### src/rtl/bdiff_pkg.sv
// Shared types and helpers for the Boolean-difference sweep sequencer.
package bdiff_pkg;

   localparam int N_VARS_DEF = 3;

   typedef enum logic [2:0] {
      ST_IDLE   = 3'd0,
      ST_APPLY  = 3'd1,
      ST_SAMPLE = 3'd2,
      ST_EMIT   = 3'd3,
      ST_DONE   = 3'd4
   } bdiff_state_e;

   // Counter must hold 0 .. SETTLE_CYCLES.
   function automatic int settle_cnt_w(input int settle);
      return (settle < 1) ? 1 : $clog2(settle + 1);
   endfunction

endpackage

### src/rtl/bdiff_settle_timer.sv
// Settle-time counter: cleared by load, counts while enabled, expire on the last hold cycle.
module bdiff_settle_timer
   import bdiff_pkg::*;
#(
   parameter int COUNT = 1
) (
   input  logic clk,
   input  logic rst,
   input  logic load,
   input  logic en,
   output logic expire
);

   localparam int W = settle_cnt_w(COUNT);

   logic [W-1:0] cnt;

   assign expire = (cnt == W'(COUNT - 1));

   always_ff @(posedge clk or posedge rst) begin
      if (rst)                cnt <= '0;
      else if (load)          cnt <= '0;
      else if (en && !expire) cnt <= cnt + 1'b1;
   end

endmodule

### src/rtl/bdiff_sweep_ctrl.sv
// Walks an external combinational evaluator through every input vector and
// streams the vectors that evaluate to 1 over a valid/ready port.
module bdiff_sweep_ctrl
   import bdiff_pkg::*;
#(
   parameter int N_VARS        = N_VARS_DEF,
   parameter int SETTLE_CYCLES = 1
) (
   input  logic              clk,
   input  logic              rst,
   input  logic              start,
   output logic [N_VARS-1:0] vec_out,
   input  logic              f_in,
   output logic              match_valid,
   input  logic              match_ready,
   output logic [N_VARS-1:0] match_data,
   output logic [N_VARS:0]   match_count,
   output logic              busy,
   output logic              done,
   output logic              none_found
);

   bdiff_state_e state;
   logic         last_vec, xfer, advance, tmr_load, tmr_expire;

   assign last_vec    = &vec_out;
   assign xfer        = (state == ST_EMIT) && match_ready;
   assign advance     = ((state == ST_SAMPLE) && !f_in && !last_vec) || (xfer && !last_vec);
   assign tmr_load    = ((state == ST_IDLE) && start) || advance;

   assign match_valid = (state == ST_EMIT);
   assign busy        = (state != ST_IDLE);
   assign done        = (state == ST_DONE);

   bdiff_settle_timer #(.COUNT(SETTLE_CYCLES)) u_timer (
      .clk    (clk),
      .rst    (rst),
      .load   (tmr_load),
      .en     (state == ST_APPLY),
      .expire (tmr_expire)
   );

   // none_found is resolved on entry to DONE so it is valid alongside the done pulse.
   always_ff @(posedge clk or posedge rst) begin
      if (rst) begin
         state       <= ST_IDLE;
         vec_out     <= '0;
         match_data  <= '0;
         match_count <= '0;
         none_found  <= 1'b0;
      end else begin
         case (state)
            ST_IDLE: if (start) begin
               vec_out     <= '0;
               match_count <= '0;
               none_found  <= 1'b0;
               state       <= ST_APPLY;
            end
            ST_APPLY: if (tmr_expire) state <= ST_SAMPLE;
            ST_SAMPLE: begin
               if (f_in) begin
                  match_data <= vec_out;
                  state      <= ST_EMIT;
               end else if (last_vec) begin
                  none_found <= (match_count == '0);
                  state      <= ST_DONE;
               end else begin
                  vec_out    <= vec_out + 1'b1;
                  state      <= ST_APPLY;
               end
            end
            ST_EMIT: if (match_ready) begin
               match_count <= match_count + 1'b1;
               if (last_vec) begin
                  none_found <= 1'b0;
                  state      <= ST_DONE;
               end else begin
                  vec_out    <= vec_out + 1'b1;
                  state      <= ST_APPLY;
               end
            end
            ST_DONE: state <= ST_IDLE;
            default: state <= ST_IDLE;
         endcase
      end
   end

endmodule

### config.mk
export PLATFORM = sky130hd
export DESIGN_NAME = bdiff_sweep_ctrl
export DESIGN_NICKNAME = d
export VERILOG_FILES = /design/src/rtl/bdiff_pkg.sv /design/src/rtl/bdiff_settle_timer.sv /design/src/rtl/bdiff_sweep_ctrl.sv
export SDC_FILE = /design/constraint.sdc
export NUM_CORES = 1
export LEC_CHECK = 0
export CELL_PAD_IN_SITES_DETAIL_PLACEMENT = 0
export CELL_PAD_IN_SITES_GLOBAL_PLACEMENT = 1
export CORE_MARGIN = 10
export CORE_UTILIZATION = 35
export DETAILED_ROUTE_END_ITERATION = 10
export HOLD_SLACK_MARGIN = 0.03
export PLACE_DENSITY_LB_ADDON = 0.25
export SLEW_MARGIN = 20
export SYNTH_ARGS = -nofsm -noshare
export SYNTH_HDL_FRONTEND = slang
export SYNTH_HIERARCHICAL = 1
export SYNTH_SLANG_ARGS = --single-unit
### constraint.sdc
create_clock -name clk -period 1.7 [get_ports clk]
set_input_delay 0.34 -clock clk [delete_from_list [all_inputs] [get_ports clk]]
set_output_delay 0.34 -clock clk [all_outputs]
set_load 0.1 [all_outputs]
==> reports/results.txt <==
HPWL Detailed = 1.78 mm
layout cell share with drive strength beyond 1 = 44.4%
Startpoint Class = register
cell count after synthesis = 89
placed cells = 148
DR WL met3 = 156 um
wire per inst = 15.1 um
Final Cycle Share = 98.0%
Ports = 19
hold crit path type = input pin to async pin
TritonCTS clock tree = done
crit path max fanout = 5
clock slew at the register clock pins of the worst setup and hold paths = 90 ps
worst skew pair latency = 300 ps
Syn Area/Cell = 9.80 sq um
post-synthesis sequential area ratio = 43.0%
Clock Tree Root = clkbuf_4
total wire length = 2.36 mm
Primary FF master, synth = dfrtp_1
Antenna Nets Post-Route = 0
Overflow after GRT = 0
Die ar. = 4890 sq um
metal2 WL = 1.08 mm
Worst Path Arrival = 1330 ps
f_max = 0.600 GHz
# diodes = 0
Final setup viols = 0
DRC Markers = 0
IO buf count = 18
clk sinks = 15
status = finished, final reports clean
Yosys cell types = 32
drt pass-1 iters = 4
Final Hold Fails = 0
RR Startpoint = vec_out[1]
CP startpoint = state[0]
Slew HR = 71.9%
chip width = 69.9 um
yosys warns = 6
dominant cell type by area after synthesis = dfrtp_1
WP data required = 1360 ps
skew final = 3.24 ps
Post-synth EDFFs = 0
reg2reg path depth = 5
most common cell in the netlist = dfrtp_1
Final nets = 137
Non-Filler Instances = 156
routability cong. = 0.827
routed vias/inst = 5.21
Tmin final = 1670 ps
initial cell density of the core = 35.9%
vias in the first global route = 897
Worst Max-Slew Pin Slew = 416 ps
Chip Height = 69.9 um
CTS buffer count = 3
synth top area cells = dfrtp_1, ha_1, o21ai_0
max_cap viols = 0
# hold bufs at CTS = 0
top cell type's share of synthesized area = 43.0%
flop and latch count out of synthesis = 15
global-route wire length before repair = 4.29 mm
DR iter-0 viols = 41
CTS H-tree lvls = 1
Crit. End Element = output pin
RSZ-0062 raised after global routing = false
routed vias = 813
# rows = 18
asr flop ratio synth = 100%
core area = 2430 sq um
critical path class = register to output pin
Max clock buf depth = 2
initial antenna violation count = 0
largest net degree at the start of global routing = 15
post-synthesis cell area = 872 sq um
wl on met1 = 1.06 mm
top sig layer = met4
GRT Overall Usage = 10.6%
Pins Over Slew Limit = 0
Syn Nets = 99
list of most frequent post-synthesis cells = dfrtp_1, o21ai_0, inv_1, nor2_1
Layout Area Growth over Synthesis = 66.3%
metal layers:
layer | track usage, % | vias to the layer above
met5 | 0 | -
li1 | - | 393
met3 | 3.95 | 7
met1 | 11.8 | 391
met4 | 5.70 | 0
met2 | 17.0 | 22
critical path, cell delays in order (launching register included):
cell and delay (ps):
dfrtp_2 450, or3_4 410, buf_12 170
final cells by class:
class / instances / area (sq um)
sequential: 15 / 393
clock buffer: 3 / 22.5
clock inverter: 1 / 5.00
inverter: 7 / 26.3
fill: 214 / 982
timing repair buffer: 36 / 459
multi-input combinational: 64 / 507
tap: 30 / 37.5
cells by family (layout without fill, tap and decap cells):
group | after synthesis | count (layout) | synth area share (%)
fa+ha+maj | 5 | 5 | 7.17
simple gates | 30 | 30 | 20.1
flops | 15 | 15 | 43.0
buf+inv | 10 | 47 | 5.31
mux | 5 | 5 | 6.31
compound gates | 24 | 24 | 18.1
metrics by stage:
step | util (%) | area, sq um | hold slack, ps | setup slack [ps] | setup TNS, ps
final | 59.6 | 1450 | 197 | 34.6 | 0
after global routing | 59.6 | 1450 | 199 | 2.20 | 0
after CTS | 59.4 | 1450 | 193 | 19.6 | 0
after detailed placement | 56.7 | 1380 | 516 | -81.5 | -502
after global placement | 56.7 | 1380 | 506 | -73.5 | -388
after floorplan | - | 937 | 68.7 | -187 | -695
flip-flops by register name, indices dropped and copies added (netlist names):
name,flops
match_count,4
match_data,3
none_found,1
state,3
u_timer/cnt,1
vec_out,3
cells in the final DEF, fill, tap and decap left out, types with 2 or more instances in the layout:
cell / synthesis / layout
clkbuf_4: 0 / 3
inv_1: 7 / 7
nor2_1: 7 / 6
nand2_1: 4 / 4
nand3_1: 3 / 3
dfrtp_4: 0 / 3
a21oi_1: 5 / 5
buf_12: 0 / 14
o21ai_0: 9 / 9
ha_4: 0 / 3
clkdlybuf4s50_1: 0 / 4
mux2_2: 4 / 4
a32o_1: 2 / 2
buf_4: 0 / 17
dfrtp_2: 0 / 5
dfrtp_1: 15 / 7
nor2b_1: 3 / 3
nand2b_1: 2 / 2
a22o_1: 2 / 2
nor3_1: 3 / 3
ha_1: 5 / 2
what timing repair did:
action                                  4_1_cts  5_1_grt
endpoints found under the setup margin        3        2
pin swaps                                     0        2
resized for setup                             3        2
buffers inserted                              4        0
path summary, 6_finish.rpt:
| kind | endpoint | slack [ps] |
|---|---|---|
| hold / removal | u_timer/cnt | 200 |
| setup / recovery | busy | 30 |
| min in group clk | u_timer/cnt | 540 |
| max in group asynchronous | vec_out[1] | 1140 |
| hold reg to reg | u_timer/cnt | 540 |
| setup reg to reg | state[0] | 120 |
Power is not shown: default switching activity piles up to over one toggle a cycle in this logic, so the estimate is an artifact.
==> RTL edit 1: new RTL, same flow settings <==
Reset style: synchronous (`rst`), changed in 2 clocked blocks.
--- a/src/rtl/bdiff_settle_timer.sv
+++ b/src/rtl/bdiff_settle_timer.sv
@@ -18,5 +18,5 @@
    assign expire = (cnt == W'(COUNT - 1));
 
-   always_ff @(posedge clk or posedge rst) begin
+   always_ff @(posedge clk) begin
       if (rst)                cnt <= '0;
       else if (load)          cnt <= '0;
--- a/src/rtl/bdiff_sweep_ctrl.sv
+++ b/src/rtl/bdiff_sweep_ctrl.sv
@@ -42,5 +42,5 @@
 
    // none_found is resolved on entry to DONE so it is valid alongside the done pulse.
-   always_ff @(posedge clk or posedge rst) begin
+   always_ff @(posedge clk) begin
       if (rst) begin
          state       <= ST_IDLE;
Check against the original RTL: differs if rst is asserted again (counterexample within 4 cycles, from zero or initial values and one cycle with rst high); with rst held inactive, the same outputs for 10 cycles.
==> RTL edit 1 against the original RTL <==
Sequential cell count stayed put. Cell area is 11% lower. Core utilization is 3.1 points lower. Synthesized area is 1.0% lower. Die area is 0.71% lower. Maximum frequency is 4.0% higher. Routed wire length is 13% lower. Critical path type unchanged. Clock skew is 0.0026 ns lower. Setup slack better by 0.064 ns. Global-route usage is 1.3 points lower.
==> RTL edit 1: results (changes against the original RTL) <==
die:
  start_util_pct: 37.9  # +2.1 points
timing:
  worst_slew_pin_slew_ns: 0.330  # -0.0863 ns
  clock-skew-final_ns: 0.000634  # -0.00261 ns
yosys:
  ys_async_sr_fraction_pct: 0  # -100 points
  synth.distinct_cells: 34  # +6.3%
  synth_area_leaders: "dfxtp_1, a21oi_1, ha_1"
  yosys_most_used_dff: "dfxtp_1"
  synth_common_cells: "dfxtp_1, a21oi_1, nor2_1"
  syn-num-nets: 113  # +14%
place:
  dp.final_hpwl_um: 1690  # -5.3%
  dp_slack_ns: 0.0125  # +0.0940 ns
grt:
  grt_pass1_vias: 836  # -6.8%
  grt_use_total_pct: 9.25  # -1.3 points
  grt_pass1_wl_um: 3860  # -10%
  grt_max_degree: 14  # -1
final_layout:
  drive_above_1_share_pct: 31.5  # -13 points
cts:
  cts_setup_buffers: 0  # -4
  cts.repair.resized: 1  # -2
  insertion_delay_ns: 0.27  # -0.03 ns
detailed_routing:
  num_vias: 791  # -2.7%
  wl_met1_um: 929  # -12%
  drt_iter0_markers: 31  # -24%
  wl_met3_um: 129  # -17%
  routed_wl_um: 2050  # -13%
run_status:
  status: "finished, final reports clean"
setup_path:
  worstPathArrival_ns: 1.26  # -0.07 ns
RTL edit 1: kinds of logic after synthesis:
family          share of synthesized area, %
compound gates                          16.4
mux                                     3.77
simple gates                            29.4
fa+ha+maj                               5.80
buf+inv                                 7.82
xor+xnor                                2.03
flops                                   34.8
RTL edit 1: final cells by class:
type | instances | area, µm² | area share [%]
clock buffers | 4 | 26.3 | 2.04
flip-flops and latches | 15 | 313 | 24.3
inverters | 7 | 26.3 | 2.04
well taps | 28 | 35.0 | 2.72
multi-input cells | 77 | 520 | 40.5
repair buffers | 24 | 365 | 28.4
RTL edit 1: critical path, stage by stage (launching register included):
cell	delay [ns]
dfxtp_2	0.52
inv_1	0.14
nor2_4	0.14
buf_12	0.18
RTL edit 1: per-stage QoR:
stage,TNS (ns),util (%),power [mW],instances,area [µm²]
after floorplan,0,-,0.659,104,893
after global placement,-0.00301,55.0,0.771,151,1250
after detailed placement,0,55.0,0.772,151,1250
after CTS,0,56.2,0.974,155,1280
after global routing,0,56.5,1.02,155,1290
final,0,56.5,0.966,155,1290
RTL edit 1: metal layers:
metal,vias to the layer above,GRT usage [%]
met5,-,0
met2,16,13.9
met4,0,4.35
met1,367,11.1
li1,406,-
met3,2,3.71
RTL edit 1: final timing paths:
check	from	end	slack [ns]
setup / recovery	state[0]	match_valid	0.1
hold / removal	u_timer/cnt	u_timer/cnt	0.50
setup reg to reg	vec_out[1]	none_found	0.14
hold reg to reg	u_timer/cnt	u_timer/cnt	0.50
RTL edit 1: power groups by stage:
stage	Sequential (mW)	Clock, mW	Combinational, mW
floorplan	0.430	0	0.229
global placement	0.400	0	0.372
detailed placement	0.399	0	0.373
CTS	0.392	0.207	0.375
global route	0.397	0.216	0.409
finish	0.393	0.195	0.377
==> RTL edit 2: new RTL, same flow settings <==
Made on the original files. Set the package constant `N_VARS_DEF` to 2 (it was 3).
--- a/src/rtl/bdiff_pkg.sv
+++ b/src/rtl/bdiff_pkg.sv
@@ -2,5 +2,5 @@
 package bdiff_pkg;
 
-   localparam int N_VARS_DEF = 3;
+   localparam int N_VARS_DEF = 2;
 
    typedef enum logic [2:0] {
Ports: changed (resized match_count, match_data and vec_out); port bits go from 19 to 16. The function was not compared with the original's and may differ.
==> RTL edit 2 against the original RTL <==
Clock skew rose by 0.011 ns. Routed wire length is 21% lower. Cell area down 20%. Global-route usage down 2.0 points. Sequential cell count decreased by 3. Synthesized area fell by 13%. Core utilization fell by 2.5 points. Critical path depth is 1 higher. Setup slack gained 0.043 ns. Worst hold slack better by 0.016 ns. Synthesized cell count down 17%. Register-to-register slack gained 0.06 ns. Critical endpoint is now match_valid.
Power is not shown: default switching activity piles up to over one toggle a cycle in this logic, so the estimate is an artifact.
==> RTL edit 2: results (changes against the original RTL) <==
final_layout:
  drive_above_1_share_pct: 39.8  # -4.6 points
  fin_nets: 107  # -22%
  n_fill_cell: 178  # -17%
grt:
  grt_max_degree: 17  # +2
  grt_pass1_wl_um: 2980  # -31%
  grt_pass1_vias: 660  # -26%
  grt_use_total_pct: 8.56  # -2.0 points
run_status:
  status: "finished, final reports clean"
detailed_routing:
  drt_iter0_markers: 19  # -54%
  routed_wl_um: 1860  # -21%
yosys:
  synth.distinct_cells: 34  # +6.3%
  synth_cells: 74  # -17%
  synth_area_leaders: "dfrtp_1, ha_1, nand2_1"
  syn-num-nets: 82  # -17%
  ys_seq_area_share_pct: 39.5  # -3.6 points
  synth_common_cells: "dfrtp_1, nand2_1, inv_1"
cts:
  root_buffer: "clkbuf_4"
  insertion_delay_ns: 0.27  # -0.03 ns
place:
  dp_cells: 118  # -20%
  io_buffers: 15  # -3
  dp.final_hpwl_um: 1450  # -18%
  dp_slack_ns: -0.0646  # +0.0169 ns
  gp_congestion: 0.798  # -3.5%
setup_path:
  critPathLaunch: "state[1]"
  reg2reg_from: "state[0]"
  crit_fanout: 6  # +1
  crit_path_top_delay_cell: "dfrtp_2"
  timing.rr.end: "match_data[0]"
  r2r_slack_ns: 0.18  # +0.06 ns
  worstPathArrival_ns: 1.28  # -0.05 ns
  reg2reg_depth: 3  # -2
timing:
  worst_slew_pin_slew_ns: 0.467  # +0.0507 ns
[RTL edit 2: cell count changes after synthesis, moves of 3 or more]
cell     delta
a21oi_1     -3
dfrtp_1     -3
nor3_1      -3
nor2_1      -6
o21ai_0     -8
mux2_2      -4
mux2_1      +3
nand2_1     +5
[RTL edit 2: worst max path at each step]
stage                             end  slack (ns)  cells after the start
after floorplan                  done       -0.14                      3
after global routing      match_valid        0.02                      3
final                     match_valid        0.08                      3
after global placement    u_timer/cnt       -0.01                      5
after CTS                 match_valid        0.04                      2
after detailed placement  u_timer/cnt       -0.06                      5
[RTL edit 2: per-layer routing]
metal,vias up,wire length (µm),global-route usage [%]
li1,316,-,-
met1,316,810,9.24
met2,12,930,14.9
met3,0,116,3.51
met4,0,0,2.36
met5,-,0,0
[RTL edit 2: cell families after synthesis]
family / after synthesis / share of synthesized area, %
AND/OR/NAND/NOR: 29 / 25.2
adder cells (fa/ha/maj): 3 / 4.93
flip-flops: 12 / 39.5
buffers and inverters: 12 / 7.24
AO/OA/AOI/OAI: 14 / 17.4
multiplexers: 4 / 5.76
[RTL edit 2: cell type report]
type	instances	share of cell area [%]
inverters	8	2.60
clock buffers	4	2.28
multi-input cells	50	37.3
well taps	27	2.93
flip-flops and latches	12	26.5
repair buffers	24	28.4
[RTL edit 2: repair_timing]
action / in CTS / in global routing
gates resized for setup: 4 / 0
setup buffers: 0 / 3
endpoints found under the setup margin: 3 / 1
[RTL edit 2: metrics by stage]
stage	setup TNS [ns]	area [µm²]	hold WS (ns)	util [%]
CTS	0	1130	0.213	56.0
global route	0	1150	0.213	57.1
global placement	-0.00956	1100	0.508	54.4
detailed placement	-0.0646	1100	0.514	54.4
floorplan	-0.206	790	0.0687	-
finish	0	1150	0.213	57.1
